==> config.mk <==
export PLATFORM = sky130hd
export DESIGN_NAME = fifo_wr_arbiter
export DESIGN_NICKNAME = d
export VERILOG_FILES = /design/src/rtl/fifo_wr_arbiter.sv
export SDC_FILE = /design/constraint.sdc
export NUM_CORES = 1
export LEC_CHECK = 0
export ABC_CLOCK_PERIOD_IN_PS = 1620
export BUFFER_PORTS_ARGS = -buffer_cell sky130_fd_sc_hd__buf_4
export CORE_ASPECT_RATIO = 1.1
export CORE_MARGIN = 2
export CORE_UTILIZATION = 41
export CTS_BUF_LIST = sky130_fd_sc_hd__clkbuf_8 sky130_fd_sc_hd__clkbuf_16
export DETAILED_ROUTE_END_ITERATION = 16
export PLACE_DENSITY = 0.81
export SLEW_MARGIN = 30
export SYNTH_ARGS = -nofsm -noshare
export SYNTH_HDL_FRONTEND = slang
export SYNTH_SLANG_ARGS = --single-unit
==> constraint.sdc <==
create_clock -name clock -period 1.62 [get_ports clock]
set_input_delay 0.243 -clock clock [delete_from_list [all_inputs] [get_ports clock]]
set_output_delay 0.243 -clock clock [all_outputs]
set_load 0.02 [all_outputs]
==> src/rtl/fifo_wr_arbiter.sv <==
// Two-producer write arbiter and pointer controller for a 2**ADDR_W entry FIFO.
// Round-robin write grants, guarded read acknowledge, and a FLUSH state that drains the FIFO.
module fifo_wr_arbiter #(
  parameter int ADDR_W = 3
) (
  input  logic              clock,
  input  logic              reset_n,
  input  logic              req0,
  input  logic              req1,
  output logic              gnt0,
  output logic              gnt1,
  input  logic              rd_req,
  output logic              rd_ack,
  input  logic              flush,
  output logic              wen,
  output logic              ren,
  output logic [ADDR_W:0]   wrAddress,
  output logic [ADDR_W:0]   rdAddress,
  output logic              full,
  output logic              empty,
  output logic [ADDR_W:0]   count,
  output logic              busy
);

  // state | meaning
  // RUN   | normal arbitration, writes and reads allowed
  // FLUSH | no grants or acks; one entry drained per cycle until empty
  typedef enum logic {
    RUN   = 1'b0,
    FLUSH = 1'b1
  } state_t;

  state_t          state_q, state_d;
  logic            prio_q, prio_d;
  logic [ADDR_W:0] wr_ptr_q, wr_ptr_d;
  logic [ADDR_W:0] rd_ptr_q, rd_ptr_d;
  logic            wr_elig;

  always_ff @(posedge clock or negedge reset_n) begin
    if (!reset_n) begin
      state_q  <= RUN;
      prio_q   <= 1'b0;
      wr_ptr_q <= '0;
      rd_ptr_q <= '0;
    end else begin
      state_q  <= state_d;
      prio_q   <= prio_d;
      wr_ptr_q <= wr_ptr_d;
      rd_ptr_q <= rd_ptr_d;
    end
  end

  // Flags come from the pre-edge pointers, so a read from full frees space only next cycle.
  assign empty = (wr_ptr_q == rd_ptr_q);
  assign full  = (wr_ptr_q[ADDR_W-1:0] == rd_ptr_q[ADDR_W-1:0]) &&
                 (wr_ptr_q[ADDR_W] != rd_ptr_q[ADDR_W]);
  assign count = wr_ptr_q - rd_ptr_q;
  assign busy  = (state_q == FLUSH);

  assign wrAddress = wr_ptr_q;
  assign rdAddress = rd_ptr_q;

  always_comb begin
    state_d  = state_q;
    prio_d   = prio_q;
    wr_ptr_d = wr_ptr_q;
    rd_ptr_d = rd_ptr_q;
    gnt0     = 1'b0;
    gnt1     = 1'b0;
    rd_ack   = 1'b0;
    ren      = 1'b0;
    wr_elig  = (state_q == RUN) && !full;

    // prio_q = 0 favours req0 on a tie, 1 favours req1.
    if (wr_elig) begin
      gnt0 = req0 && (!req1 || !prio_q);
      gnt1 = req1 && (!req0 || prio_q);
    end
    wen = gnt0 | gnt1;

    if (gnt0)      prio_d = 1'b1;
    else if (gnt1) prio_d = 1'b0;

    rd_ack = rd_req && !empty && (state_q == RUN);
    ren    = rd_ack || ((state_q == FLUSH) && !empty);

    if (wen) wr_ptr_d = wr_ptr_q + 1'b1;
    if (ren) rd_ptr_d = rd_ptr_q + 1'b1;

    case (state_q)
      RUN:     if (flush && !empty) state_d = FLUSH;
      FLUSH:   if (empty)           state_d = RUN;
      default:                      state_d = RUN;
    endcase
  end

endmodule

==> metrics.md <==
| Metric | Value |
|---|---|
| Status | finished with violations |
| Failing checks | negative setup slack |
| Crit path buf inv count | 3 |
| Relative slew slack | 66.04% |
| First-pass GRT wire length | 3063 µm |
| Grt met3 use | 7.389% |
| Num CTS Buffers | 3 |
| Fin nets | 126 |
| Synth Register Bits | 10 |
| Fmax | between 500 and 600 MHz |
| Worst setup margin | -323.2 ps |
| Max Cap Violations | 0 |
| RSZ-0062 raised after global routing | yes |
| Clk_skew | 3.601 ps |
| Worst r2r src | wrAddress[0] |
| Syn nets | 72 |
| Mapped Cells | 60 |
| Synth Cell Area | 618.1 µm² |
| Sequential area share after synthesis | 40.49% |
| Worst-path clk slew | around 50 ps |
| Met2 usage | about 48% |
| Fraction of layout cells with a size suffix above 1 | about three quarters |
| CP startpoint kind | flop |
| Root buffer cell | clkbuf_8 |
| Most frequent cells in the layout | buf_4, buf_6, dfrtp_2 |
| Num ports | 26 |
| CP Cell Sequence | inv_2 > ha_4 > buf_6 > a21o_1 > a21oi_2 > xor2_2 > buf_6 |
| Synth Warn # | 0 |
| FP Rows | 14 |
| Most frequent CP cell | buf_6 |
| Hold slack final | 223.9 ps |
| Final wirelength | 2038 µm |
| Fin. Hold Viols | 0 |
| Post-DRT Antenna Nets | 0 |
| Max FO, Critical Path | 2 |
| Vias | 638 |
| Fin area | between 1000 and 1500 µm² |
| Vias in the first global route | 696 |
| Worst-Skew Late Latency | 250 ps |
| Transition time of the tightest slew-check pin | 509.0 ps |
| Critical Path End Type | output pin |
| Setup TNS | -2314 ps |
| Router iterations before antenna repair | 4 |
| CP Class | flop to output pin |
| Clock Sinks | 10 |
| 1st-iter DRT viols | 10 |
| Core Footprint | 1384 µm² |
| Largest net degree at the start of global routing | 11 |
| Slowest cell on crit path | dfrtp_2 |
| DR DRC count | 0 |
| Gr busiest metal | met2 |
| Overall die area | 1834 µm² |
| Initial Util | between 40% and 50% |
| Antenna cells | 0 |
| Die Span Y | 44.72 µm |
| CTS tree | yes |
| Number of distinct library cells after synthesis | 21 |
| Synthesized area per cell | 10.30 µm² |
| Clock buffer depth | 2 |
| Worst Path Arrival | ~1700 ps |
| DP HPWL | 1338 µm |
| Worst EP required | 1380 ps |
| Min Tclk post-route | 1943 ps |
| Max stage delay on crit path | 400 ps |
| WL per Instance | 15.80 µm |
| Worst hold path class | input pin to flop |
| Die Span X | between 40 and 50 µm |
| CTS HTree Levels | 1 |
| Vias per cell | 4.946 |
| HP Start | flush |
| Layout area overhead | 101.6% |
| Max Slew Vio Count | 0 |
| Global route overflow | 0 |
| GRT met1 Usage | 27.27% |
| CP Launch Point | rdAddress[1] |
| Number of port buffers | 25 |
| Post-route clock period utilization | 120.0% |
| Critical path's top delay family | flip-flops |
| Leading cell type in the layout, fill and taps excluded | buf_4 |
| Final setup vio count | 12 |
| Area after DPL | 1015 µm² |
| Initial antenna violation count | 0 |
| Global-route usage over all layers | between 20 and 30% |
| Gp weighted congestion | between 0.8 and 0.9 |
==> registers in the layout, summed over array words and instances (netlist names) <==
register   count
busy           1
rdAddress      4
prio_q         1
wrAddress      4
==> per-stage QoR <==
step                      setup slack (ps)  utilization, %  std cells
after floorplan                     -154.0               -         60
after global placement              -86.16           73.33        114
after detailed placement            -206.9           73.33        114
after global routing                -401.3           90.05        129
final                               -323.2           90.05        129
after CTS                           -324.3           87.70        127
==> final timing paths <==
check	to	slack, ps	cells after the start
max	count[3]	-320	7
min	busy	220	3
max reg2reg	wrAddress[3]	-70	7
min reg2reg	prio_q	550	1
max in group asynchronous	wrAddress[1]	1090	2
min in group asynchronous	busy	370	2
==> area by class of cell <==
class,count,area [µm²]
inverters,8,30.03
repair buffers,49,419.2
flip-flops and latches,10,257.7
well taps,16,20.02
multi-input cells,42,474.2
clock inverters,1,3.754
clock buffers,3,41.29
fillers,56,137.6
==> cell families (layout without fill, tap and decap cells) <==
logic type / count (synthesis) / after routing / share of synthesized area, %
buffers and inverters: 8 / 61 / 4.858
xor gates and xnor gates: 9 / 9 / 13.97
and+or+nand+nor: 16 / 16 / 13.36
AOI/OAI and AO/OA: 11 / 11 / 13.97
adders and majority gates: 6 / 6 / 13.36
DFF: 10 / 10 / 40.49
==> synth_stat cells <==
cell / instances / area share (%)
o21ai_0: 2 / 1.6
a21oi_1: 5 / 4.0
xor2_1: 2 / 2.8
a31oi_1: 1 / 1.0
nand2_1: 6 / 3.6
nor3b_1: 1 / 1.2
xor2_2: 1 / 2.6
nor2_1: 4 / 2.4
a21o_1: 1 / 1.2
a211oi_4: 1 / 3.2
and2_2: 1 / 1.2
o22a_4: 1 / 2.8
nand4_1: 1 / 1.0
and3_1: 1 / 1.0
xnor2_1: 6 / 8.5
ha_1: 5 / 10
fa_1: 1 / 3.2
inv_1: 8 / 4.9
nand4_2: 1 / 2.0
nand3_1: 1 / 0.81
dfrtp_1: 10 / 40
==> worst reg2reg max path: stages, from the launching register on <==
cell and delay (ps):
dfrtp_2 410, inv_2 80, ha_4 200, and3_4 200
a211oi_4 280, buf_6 170, nand4_1 90, xnor2_1 130
==> routing by layer <==
layer | vias up | wire (µm)
li1 | 303 | -
met1 | 305 | 741
met2 | 23 | 1142
met3 | 7 | 95
met4 | 0 | 59
met5 | - | 0
==> timing repair <==
item	in CTS	in global routing
gates resized for setup	22	8
pin swaps	17	12
endpoints found under the hold margin	10	0
setup buffers	8	4
endpoints found under the setup margin	11	17
hold buffers	1	0
Power is not shown: default switching activity piles up to over one toggle a cycle in this logic, so the estimate is an artifact.
